## src/rtl/baud_pkg.sv

```systemverilog
// baud_pkg -- shared constants for the fractional baud generator.
//   Standard divisors assume a 100 MHz clock and 16x oversampling.
//   Each rate is given as integer cycles per oversample tick plus a
//   fractional part in 1/16 units (FRAC_W = 4).
package baud_pkg;

    localparam int CLK_HZ      = 100_000_000;
    localparam int OVS_DEFAULT = 16;

    // 100e6 / (9600*16)   = 651.04 -> 651 + 0/16
    localparam int DIV_9600    = 651;
    localparam int FRAC_9600   = 0;
    // 100e6 / (19200*16)  = 325.52 -> 325 + 8/16
    localparam int DIV_19200   = 325;
    localparam int FRAC_19200  = 8;
    // 100e6 / (115200*16) = 54.25  -> 54 + 4/16
    localparam int DIV_115200  = 54;
    localparam int FRAC_115200 = 4;

    localparam int BAUD_DEFAULT_DIV = DIV_9600;

endpackage

```

## src/rtl/baud_frac_div.sv

```systemverilog
// baud_frac_div -- oversample period divider with optional fractional carry.
//   clk, rst      : clock, synchronous active-high reset
//   en            : run enable; when low the counter, accumulator and carry
//                   are held at 0 and no tick is produced
//   div, frac     : active divisor (0 is treated as 1) and fraction
//   wrap          : combinational terminal count (last cycle of a period)
//   ovs_tick      : registered pulse, asserted as the counter wraps
// Macro BAUD_GEN_FRAC_FRAC_EN enables the fractional accumulator; without
// it frac is ignored and every period is exactly the integer divisor.
module baud_frac_div #(
    parameter int DIV_W  = 16,
    parameter int FRAC_W = 4
) (
    input  logic              clk,
    input  logic              rst,
    input  logic              en,
    input  logic [DIV_W-1:0]  div,
    input  logic [FRAC_W-1:0] frac,
    output logic              wrap,
    output logic              ovs_tick
);

    logic [DIV_W-1:0] cnt;
    logic [DIV_W-1:0] div_eff;
    logic [DIV_W:0]   period;
    logic             carry;

    assign div_eff = (div == '0) ? DIV_W'(1) : div;
    // One bit wider so a full-scale divisor plus carry cannot overflow.
    assign period  = {1'b0, div_eff} + {{DIV_W{1'b0}}, carry};
    assign wrap    = en && ({1'b0, cnt} == period - (DIV_W+1)'(1));

`ifdef BAUD_GEN_FRAC_FRAC_EN
    logic [FRAC_W-1:0] acc;
    logic [FRAC_W:0]   acc_sum;

    assign acc_sum = {1'b0, acc} + {1'b0, frac};

    always_ff @(posedge clk) begin
        if (rst || !en) begin
            acc   <= '0;
            carry <= 1'b0;
        end else if (wrap) begin
            // Overflow stretches the following period by one cycle.
            acc   <= acc_sum[FRAC_W-1:0];
            carry <= acc_sum[FRAC_W];
        end
    end
`else
    logic unused_frac;
    assign unused_frac = ^frac;
    assign carry       = 1'b0;
`endif

    always_ff @(posedge clk) begin
        if (rst || !en) begin
            cnt      <= '0;
            ovs_tick <= 1'b0;
        end else begin
            ovs_tick <= wrap;
            cnt      <= wrap ? '0 : cnt + DIV_W'(1);
        end
    end

endmodule

```

## src/rtl/baud_gen_frac.sv

```systemverilog
// baud_gen_frac -- fractional baud rate generator.
//   clk, rst             : clock, synchronous active-high reset
//   en                   : run enable (low: everything held at 0)
//   cfg_valid/cfg_ready  : divisor handshake; one divisor may be pending
//   cfg_div, cfg_frac    : integer cycles per oversample tick, fraction /2^FRAC_W
//   ovs_tick             : 1-cycle pulse at OVS x baud
//   baud_tick            : 1-cycle pulse on every OVS-th ovs_tick
//   bclk                 : 50% duty square wave at the baud rate
// Macro BAUD_GEN_FRAC_FRAC_EN enables fractional division; without it
// cfg_frac is accepted on the port but ignored.
module baud_gen_frac
    import baud_pkg::*;
#(
    parameter int DIV_W       = 16,
    parameter int FRAC_W      = 4,
    parameter int OVS         = OVS_DEFAULT,
    parameter int DEFAULT_DIV = BAUD_DEFAULT_DIV
) (
    input  logic              clk,
    input  logic              rst,
    input  logic              en,
    input  logic              cfg_valid,
    output logic              cfg_ready,
    input  logic [DIV_W-1:0]  cfg_div,
    input  logic [FRAC_W-1:0] cfg_frac,
    output logic              ovs_tick,
    output logic              baud_tick,
    output logic              bclk
);

    localparam int OCW = (OVS > 2) ? $clog2(OVS) : 1;
    localparam logic [OCW-1:0] OCNT_LAST = OCW'(OVS - 1);
    localparam logic [OCW-1:0] OCNT_HALF = OCW'(OVS / 2 - 1);

    logic [DIV_W-1:0]  act_div;
    logic [DIV_W-1:0]  pend_div;
    logic [FRAC_W-1:0] act_frac;
    logic              pend_vld;
    logic [OCW-1:0]    ocnt;
    logic              wrap;
    logic              xfer;
    logic              apply;

    assign xfer  = cfg_valid && cfg_ready;
    // Swap divisors only at a period boundary (or immediately when idle)
    // so the running period is never truncated.
    assign apply = pend_vld && (wrap || !en);

    baud_frac_div #(
        .DIV_W  (DIV_W),
        .FRAC_W (FRAC_W)
    ) u_div (
        .clk      (clk),
        .rst      (rst),
        .en       (en),
        .div      (act_div),
        .frac     (act_frac),
        .wrap     (wrap),
        .ovs_tick (ovs_tick)
    );

    always_ff @(posedge clk) begin
        if (rst) begin
            pend_vld  <= 1'b0;
            pend_div  <= '0;
            act_div   <= DIV_W'(DEFAULT_DIV);
            cfg_ready <= 1'b1;
        end else begin
            if (xfer) begin
                pend_vld <= 1'b1;
                pend_div <= cfg_div;
            end else if (apply) begin
                pend_vld <= 1'b0;
                act_div  <= pend_div;
            end
            // Ready drops right after a transfer and comes back one cycle
            // after the pending divisor has been applied.
            cfg_ready <= xfer ? 1'b0 : !pend_vld;
        end
    end

`ifdef BAUD_GEN_FRAC_FRAC_EN
    logic [FRAC_W-1:0] pend_frac;

    always_ff @(posedge clk) begin
        if (rst) begin
            pend_frac <= '0;
            act_frac  <= '0;
        end else if (xfer) begin
            pend_frac <= cfg_frac;
        end else if (apply) begin
            act_frac  <= pend_frac;
        end
    end
`else
    logic unused_cfg_frac;
    assign unused_cfg_frac = ^cfg_frac;
    assign act_frac        = '0;
`endif

    // Oversample counter; OVS is a power of two so it wraps naturally.
    always_ff @(posedge clk) begin
        if (rst || !en) begin
            ocnt      <= '0;
            baud_tick <= 1'b0;
            bclk      <= 1'b0;
        end else begin
            baud_tick <= wrap && (ocnt == OCNT_LAST);
            if (wrap) begin
                ocnt <= ocnt + OCW'(1);
                if (ocnt == OCNT_HALF || ocnt == OCNT_LAST)
                    bclk <= ~bclk;
            end
        end
    end

endmodule

```

## config.mk

```make
export PLATFORM = sky130hd
export DESIGN_NAME = baud_gen_frac
export DESIGN_NICKNAME = d
export VERILOG_FILES = /design/src/rtl/baud_pkg.sv /design/src/rtl/baud_frac_div.sv /design/src/rtl/baud_gen_frac.sv
export SDC_FILE = /design/constraint.sdc
export NUM_CORES = 1
export LEC_CHECK = 0
export CELL_PAD_IN_SITES_DETAIL_PLACEMENT = 0
export CELL_PAD_IN_SITES_GLOBAL_PLACEMENT = 1
export CORE_UTILIZATION = 39
export CTS_BUF_LIST = sky130_fd_sc_hd__clkbuf_16
export DETAILED_ROUTE_END_ITERATION = 8
export GPL_ROUTABILITY_DRIVEN = 1
export HOLD_SLACK_MARGIN = 0.1
export PLACE_DENSITY = 0.72
export SLEW_MARGIN = 10
export SYNTH_ARGS = -nofsm -noshare
export SYNTH_HDL_FRONTEND = slang
export SYNTH_HIERARCHICAL = 1
export SYNTH_SLANG_ARGS = --single-unit
```

## constraint.sdc

```tcl
create_clock -name clk -period 4.2 [get_ports clk]
set_clock_uncertainty 0.2 [all_clocks]
set_input_delay 1.05 -clock clk [delete_from_list [all_inputs] [get_ports clk]]
set_output_delay 1.05 -clock clk [all_outputs]
set_load 0.01 [all_outputs]
```

==> qor.txt <==
WHS Endpoint -> pend_div[5]
CP Class -> register to register
DRT iter0 DRCs -> 75
pin count of the biggest net entering global routing -> 51
Die Area -> 0.00779 mm2
# H-tree levels -> 3
cell row count -> 31
max frequency -> 258 MHz
Worst path top cell family by delay -> simple AND/OR/NAND/NOR gates
Worst Hold Class -> register to register
Net Count, Synth -> 359
Worst R2R Path Depth -> 12
vias in the first global route -> 2123
Total Nets Final -> 390
initial core utilization -> 40.2%
grt ovf -> 0
Fin Hold WS -> 254 ps
worst hold path depth -> 2
final hold vios -> 0
Mapped Cells -> 332
worst rel slew slack -> 61.7%
Avg Inst Size Synth -> 8.74 um2
area delta synth->final -> 22.8%
GRT Resource Usage Total -> 17.1%
status -> complete, no violations
Vias per Instance -> 4.79
max cap viols -> 0
GP Congestion -> 0.916
fin util -> 49.4%
wire per inst -> 12.3 um
max-slew violation count -> 0
synthesized area -> 0.00290 mm2
Max FO, Critical Path -> 16
# port buffers -> 23
Clock Latency Late Sink -> 320 ps
filler cell count in the final layout -> 733
hpwl dp -> 4100 um
Worst path slowest cell -> nor4_1
maximum vdd drop -> 0.200 mV
Hold Crit Start -> pend_div[5]
share of post-route cells with drive strength above 1 -> 12.8%
Reg area -> 0.00114 mm2
Die H -> 88.2 um
Routed Antenna Nets -> 0
clk sinks -> 57
element type at the critical path end -> register
CTS tree -> yes
Required @ worst endpoint -> 4250 ps
ordered list of cells on the worst path -> nor4_1 -> a41oi_1 -> ha_1 -> or3_1 -> a311o_1 -> nor4_2 -> nand4_2 -> nor3_1 -> nand2b_1 -> and3_1 -> buf_12 -> mux2i_1
Final TNS setup -> 0 ps
slowest stage delay, CP -> 550 ps
crit start category -> register
final WL -> 5730 um
first-pass GRT wire length -> 10000 um
total vias in the final route -> 2233
Pwr Density -> 379 mW/mm2
DRT Pass-1 Iters -> 4
Worst-Margin Slew -> 570 ps
hold_buf cts -> 0
Ys Warns -> 6
Tcrit/Tclk final -> 92.3%
crit path time final -> 3880 ps
CORE AREA -> 0.00721 mm2
Bufs and invs on worst path -> 1
Worst Path Arrival -> 3930 ps
Critical Path Stages -> 12
Die Width -> 88.2 um
# setup viols final -> 0
R2R Path Start -> act_div[13]
# placed instances -> 451
I/O pins -> 28
Multi-input gate area -> 0.00164 mm2
CTS Buffer Depth -> 2
leak pwr -> 1.27 nW
R2R Setup Slk -> 320 ps
R2R Path End -> act_div[15]
n_diodes -> 0
Worst-path clk slew -> 50 ps
root buf cell -> clkbuf_16
DRC -> 0
CTS buffer count -> 9
RSZ-0062 raised after global routing -> no
initial antenna violation count -> 0
fin cells -> 466
-- power by group --
| group | total, mW | internal (mW) | switching, mW |
|---|---|---|---|
| sequential | 0.570 | 0.558 | 0.0120 |
| clock | 0.677 | 0.446 | 0.231 |
| combinational | 0.102 | 0.0526 | 0.0494 |
-- repair_timing --
action | CTS | global route
endpoints found under the setup margin | 0 | 16
setup buffers | 0 | 0
gates resized for setup | 0 | 1
-- per-layer routing --
layer | wire [um] | track usage, %
met5 | 0 | 0
met4 | 70 | 5.72
met3 | 251 | 6.16
met2 | 2560 | 25.9
met1 | 2850 | 22.5
-- worst min-delay path, stage by stage, from the launching register on --
cell and delay, ps:
dfxtp_1 300, nand2_1 50, a21oi_1 50
-- worst max-delay path by stage --
| stage | start | end | slack [ps] |
|---|---|---|---|
| after global placement | act_div[13] | act_div[10] | 290 |
| after global routing | act_div[1] | act_div[1] | 60 |
| after detailed placement | act_div[13] | act_div[4] | 240 |
| after floorplan | act_div[8] | act_div[10] | 240 |
| after CTS | act_div[13] | act_div[8] | 230 |
| final | act_div[13] | act_div[15] | 320 |
-- flip-flops by register name (all words and copies together) (netlist names) --
signal / flops
act_div: 16
u_div/ovs_tick: 1
pend_vld: 1
bclk: 1
ocnt: 4
u_div/cnt: 16
baud_tick: 1
cfg_ready: 1
pend_div: 16
-- placed cells by master, fill, tap and decap left out, drive strengths merged, types with 3 or more instances in the layout --
cell type,count
a21oi,20
and3,5
buf,14
clkbuf,9
clkdlybuf4s50,23
clkinv,4
dfxtp,57
ha,3
inv,5
mux2i,18
nand2,43
nand2b,24
nand3,10
nand4,6
nor2,40
nor2b,3
nor3,7
nor4,5
nor4b,3
o211ai,3
o21ai,5
xnor2,17
xor2,15
-- layout make-up --
type / instances / share of cell area (%)
multi-input combinational: 254 / 46.2
sequential: 57 / 32.0
timing repair buffer: 37 / 10.1
clock buffer: 9 / 6.32
tap: 99 / 3.48
clock inverter: 6 / 1.44
inverter: 4 / 0.422
-- per-stage QoR --
stage          cell area (um2)  total power [mW]  worst slack, ps
2_1_floorplan             2900             0.645              236
3_3_place_gp              3280             0.683              288
3_5_place_dp              3280             0.684              241
4_1_cts                   3560              1.37              225
5_1_grt                   3560              1.41             63.3
6_report                  3560              1.35              325
(Power assumes the default switching activity.)
